### config.mk
export PLATFORM = sky130hd
export DESIGN_NAME = pwm_dac
export DESIGN_NICKNAME = d
export VERILOG_FILES = /design/src/rtl/pwm_dac.sv
export SDC_FILE = /design/constraint.sdc
export NUM_CORES = 1
export LEC_CHECK = 0
export CAP_MARGIN = 20
export CORE_ASPECT_RATIO = 1.1
export CORE_MARGIN = 4
export CORE_UTILIZATION = 49
export DETAILED_ROUTE_END_ITERATION = 8
export MAX_ROUTING_LAYER = met4
export PLACE_DENSITY = 0.77
export SLEW_MARGIN = 20
export SYNTH_ARGS = -nofsm -noshare
export SYNTH_HDL_FRONTEND = slang
export SYNTH_SLANG_ARGS = --single-unit
### constraint.sdc
create_clock -name clk -period 1.85 [get_ports clk]
set_input_delay 0.37 -clock clk [delete_from_list [all_inputs] [get_ports clk]]
set_output_delay 0.37 -clock clk [all_outputs]
set_load 0.02 [all_outputs]
### src/rtl/pwm_dac.sv
// PWM output stage: double-buffers a fixed-point sample and emits a 2**SAMPLE_BITS-cycle PWM period.
// Optional first-order error-feedback dither on the truncated fraction when PWM_DAC_DITHER_EN is defined.
module pwm_dac #(
  parameter int SAMPLE_BITS = 7,
  parameter int FRAC_BITS   = 8
) (
  input  logic                           clk,
  input  logic                           rst,
  input  logic [SAMPLE_BITS+FRAC_BITS-1:0] s_data,
  input  logic                           s_valid,
  output logic                           s_ready,
  output logic                           pwm,
  output logic                           frame_start,
  output logic                           underrun
);

  localparam int W = SAMPLE_BITS + FRAC_BITS;

  logic [SAMPLE_BITS-1:0] cnt;
  logic [SAMPLE_BITS-1:0] act;
  logic [SAMPLE_BITS-1:0] next_code;
  logic [W-1:0]           pend;
  logic                   pend_full;
  logic                   boundary;

  assign boundary = &cnt;
  assign s_ready  = !pend_full;
  assign pwm      = (cnt < act);

`ifdef PWM_DAC_DITHER_EN
  logic [FRAC_BITS-1:0] err;
  logic [FRAC_BITS-1:0] next_err;
  logic [W:0]           sum;

  // Carry the discarded fraction into the next sample; saturate rather than wrap.
  always_comb begin
    sum       = {1'b0, pend} + {{(SAMPLE_BITS + 1){1'b0}}, err};
    next_code = sum[W-1:FRAC_BITS];
    next_err  = sum[FRAC_BITS-1:0];
    if (sum[W]) begin
      next_code = '1;
      next_err  = '0;
    end
  end
`else
  logic unused_frac;

  assign next_code   = pend[W-1:FRAC_BITS];
  assign unused_frac = ^pend[FRAC_BITS-1:0];
`endif

  always_ff @(posedge clk) begin
    if (rst) begin
      cnt         <= '0;
      act         <= '0;
      pend        <= '0;
      pend_full   <= 1'b0;
      frame_start <= 1'b0;
      underrun    <= 1'b0;
`ifdef PWM_DAC_DITHER_EN
      err         <= '0;
`endif
    end else begin
      cnt         <= cnt + 1'b1;
      frame_start <= boundary;
      underrun    <= boundary && !pend_full;
      if (boundary && pend_full) begin
        act       <= next_code;
        pend_full <= 1'b0;
`ifdef PWM_DAC_DITHER_EN
        err       <= next_err;
`endif
      end else if (s_valid && s_ready) begin
        pend      <= s_data;
        pend_full <= 1'b1;
      end
    end
  end

endmodule
==> results.sh, run 1 <==
export IMPL_postSynthAreaPerCell_sq_um=9.64
export IMPL_synth_edf_count=0
export IMPL_rsz0062_at_grt="true"
export IMPL_core_sq_um=2060
export IMPL_fin_ws_ps=-270
export IMPL_max_freq_ghz=0.472
export IMPL_worstPathArrival_ps=1750
export IMPL_clock_latency_ps=310
export IMPL_grt_pass1_vias=798
export IMPL_vias_per_cell=4.89
export IMPL_dr_pass1_iters=4
export IMPL_slew_viol_final=0
export IMPL_grt_max_degree=32
export IMPL_diodes=0
export IMPL_hold_viol=0
export IMPL_synth_ff_type="dfxtp_1"
export IMPL_fillers=166
export IMPL_ys_seq_elements=24
export IMPL_yosysSeqAreaShare_pct=44.5
export IMPL_drive_gt1_share_pct=25.2
export IMPL_wire_per_inst_um=11.9
export IMPL_die_w_um=52.8
export IMPL_clockRootBuffer="clkbuf_4"
export IMPL_wl_mm=1.99
export IMPL_post_route_min_period_ps=2120
export IMPL_num_vias=817
export IMPL_start_util_pct=52.3
export IMPL_synth_cells=112
export IMPL_dieArea_sq_um=3020
export IMPL_slew_headroom_pct=84.7
export IMPL_antenna_found_initial=0
export IMPL_cts_tree="built"
export IMPL_worstPathRequired_ps=1480
export IMPL_fp_dieH_um=57.2
export IMPL_port_buffers=13
export IMPL_ant_nets=0
export IMPL_io_pins=22
export IMPL_hold_path_class="reg2reg"
export IMPL_yosys_area_top_type="dfxtp_1"
export IMPL_holdPathStages=2
export IMPL_hpwlAfterDp_mm=1.47
export IMPL_async_reset_ff_share_pct=0
export IMPL_p_leak_uw=0.000564
export IMPL_max_vdd_ir_drop_uv=448
export IMPL_grt_overflow=0
export IMPL_clk_path_buf_depth=2
export IMPL_synth_area_sq_um=1080
export IMPL_cts_buffers=3
export IMPL_grt_use_total_pct=15.2
export IMPL_ys_types=23
export IMPL_drtIter0Drc=6
export IMPL_p_per_area_nw_per_um2=649
export IMPL_startpoint_type="flop"
export IMPL_final_core_util_pct=69.4
export IMPL_fin_setup_tns_ps=-270
export IMPL_max_slew_worst_pin_slew_ps=229
export IMPL_clock_sinks=24
export IMPL_grt_pass1_wl_mm=3.35
export IMPL_nNetsFinal=165
export IMPL_syn_to_final_growth_pct=32.7
export IMPL_violations="negative setup slack"
export IMPL_htreeDepth=1
export IMPL_end_kind="output port"
export IMPL_syn_num_nets=137
export IMPL_clk_pin_slew_worst_paths_ps=130
export IMPL_synth_area_top_cells="dfxtp_1 (44%), mux2i_1 (13%), ha_1 (8.1%), nand2b_1 (8.1%), nor2_1 (4.5%)"
export IMPL_clock_skew_ps=2.98
export IMPL_critPathKind="reg2out"
export IMPL_outcome="finished with violations"
export IMPL_synth_top_area_share_pct=44.5
export IMPL_place_congestion=0.786
export IMPL_ys_warn_count=0
export IMPL_ff2ff_path_depth=6
export IMPL_fin_crit_sh_pct=115
export IMPL_setup_viol=1
export IMPL_rows=17
export IMPL_drv_cap=0
export IMPL_path_max_fanout=2
export IMPL_drc=0
Yosys cell counts, types with 3 or more instances:
| cell | number |
|---|---|
| a21oi_1 | 3 |
| nand2_1 | 3 |
| ha_1 | 7 |
| nor2_1 | 13 |
| dfxtp_1 | 24 |
| clkbuf_1 | 3 |
| nor2b_1 | 3 |
| mux2i_1 | 14 |
| inv_1 | 8 |
| or3_2 | 3 |
| o21ai_0 | 3 |
| nand2b_1 | 14 |
area by class of cell:
| type | instances | area (sq um) | share of cell area [%] |
|---|---|---|---|
| clock buffer | 4 | 36.3 | 2.53 |
| inverter | 8 | 30.0 | 2.10 |
| multi-input combinational | 76 | 597 | 41.7 |
| sequential | 24 | 487 | 34.0 |
| tap | 28 | 35.0 | 2.45 |
| timing repair buffer | 27 | 248 | 17.3 |
per-layer routing:
| metal | vias up | GRT usage [%] | routed length [um] |
|---|---|---|---|
| met1 | 371 | 16.0 | 877 |
| li1 | 425 | - | - |
| met4 | 0 | 6.20 | 38 |
| met2 | 15 | 26.6 | 1000 |
| met5 | - | - | 0 |
| met3 | 6 | 3.39 | 71 |
flip-flops by register name, summed over array words and instances (netlist names):
| signal | cells |
|---|---|
| act | 7 |
| cnt | 7 |
| frame_start | 1 |
| pend | 7 |
| pend_full | 1 |
| underrun | 1 |
cells by family after synthesis:
group	synth area share (%)
and+or+nand+nor	22.8
DFF	44.5
muxes	13.0
buffers and inverters	4.17
AOI/OAI and AO/OA	4.98
adders and majority gates	8.11
xor gates and xnor gates	2.43
worst paths after layout:
path	start	endpoint	slack, ps
worst max register to register	cnt[1]$_SDFF_PP0_	act[2]$_SDFFE_PP0P_	360
worst min register to register	pend[12]$_SDFFE_PP0P_	act[4]$_SDFFE_PP0P_	470
worst max-delay path	act[5]$_SDFFE_PP0P_	pwm	-270
worst min-delay path	pend[12]$_SDFFE_PP0P_	act[4]$_SDFFE_PP0P_	470
layout by cell type, fill, tap and decap left out, types with 2 or more instances in the layout:
cell type        count
dfxtp_1             19
mux2i_1             14
nand2b_1            14
buf_4               14
nor2_1              13
clkdlybuf4s50_1     11
inv_1                6
dfxtp_2              5
ha_1                 4
nor2b_1              3
nand2_1              3
a21oi_1              3
o21ai_0              3
or3_2                3
ha_4                 3
clkbuf_4             3
inv_2                2
nand3_1              2
xor2_1               2
nor3_1               2
power breakdown:
group / total [uW] / internal (uW) / switching (uW)
registers: 542 / 533 / 9.42
logic: 113 / 64.3 / 49.0
clock network: 273 / 120 / 153
total: 929 / 717 / 212
repair_timing:
action | CTS | global route
setup buffers | 1 | 0
resized for setup | 16 | 2
setup endpoints to repair | 1 | 2
pin swaps | 2 | 1
hold buffers | 0 | 0
per-stage QoR:
stage               setup slack [ps]  hold slack, ps  power (uW)  cell area (sq um)  instances
CTS                             -256             477         940               1430        167
finish                          -270             473         929               1430        167
floorplan                       11.8             441         615               1080        112
global placement                -385             458         666               1340        162
detailed placement              -445             466         670               1340        162
global route                    -344             499         976               1430        167
worst max-delay path: stages (launching register included):
cell	delay [ps]
dfxtp_2	360
inv_2	50
ha_4	210
and3_4	170
a221o_1	310
a31oi_1	170
buf_4	170
(Power assumes the default switching activity.)
==> inputs of run 2 (changes only) <==
Settings changed: SKIP_LAST_GASP set to 1, SLEW_MARGIN 20 to not set.
==> results of run 2 <==
Same layout as run 1: the final DEF is identical, and so are final timing and power.
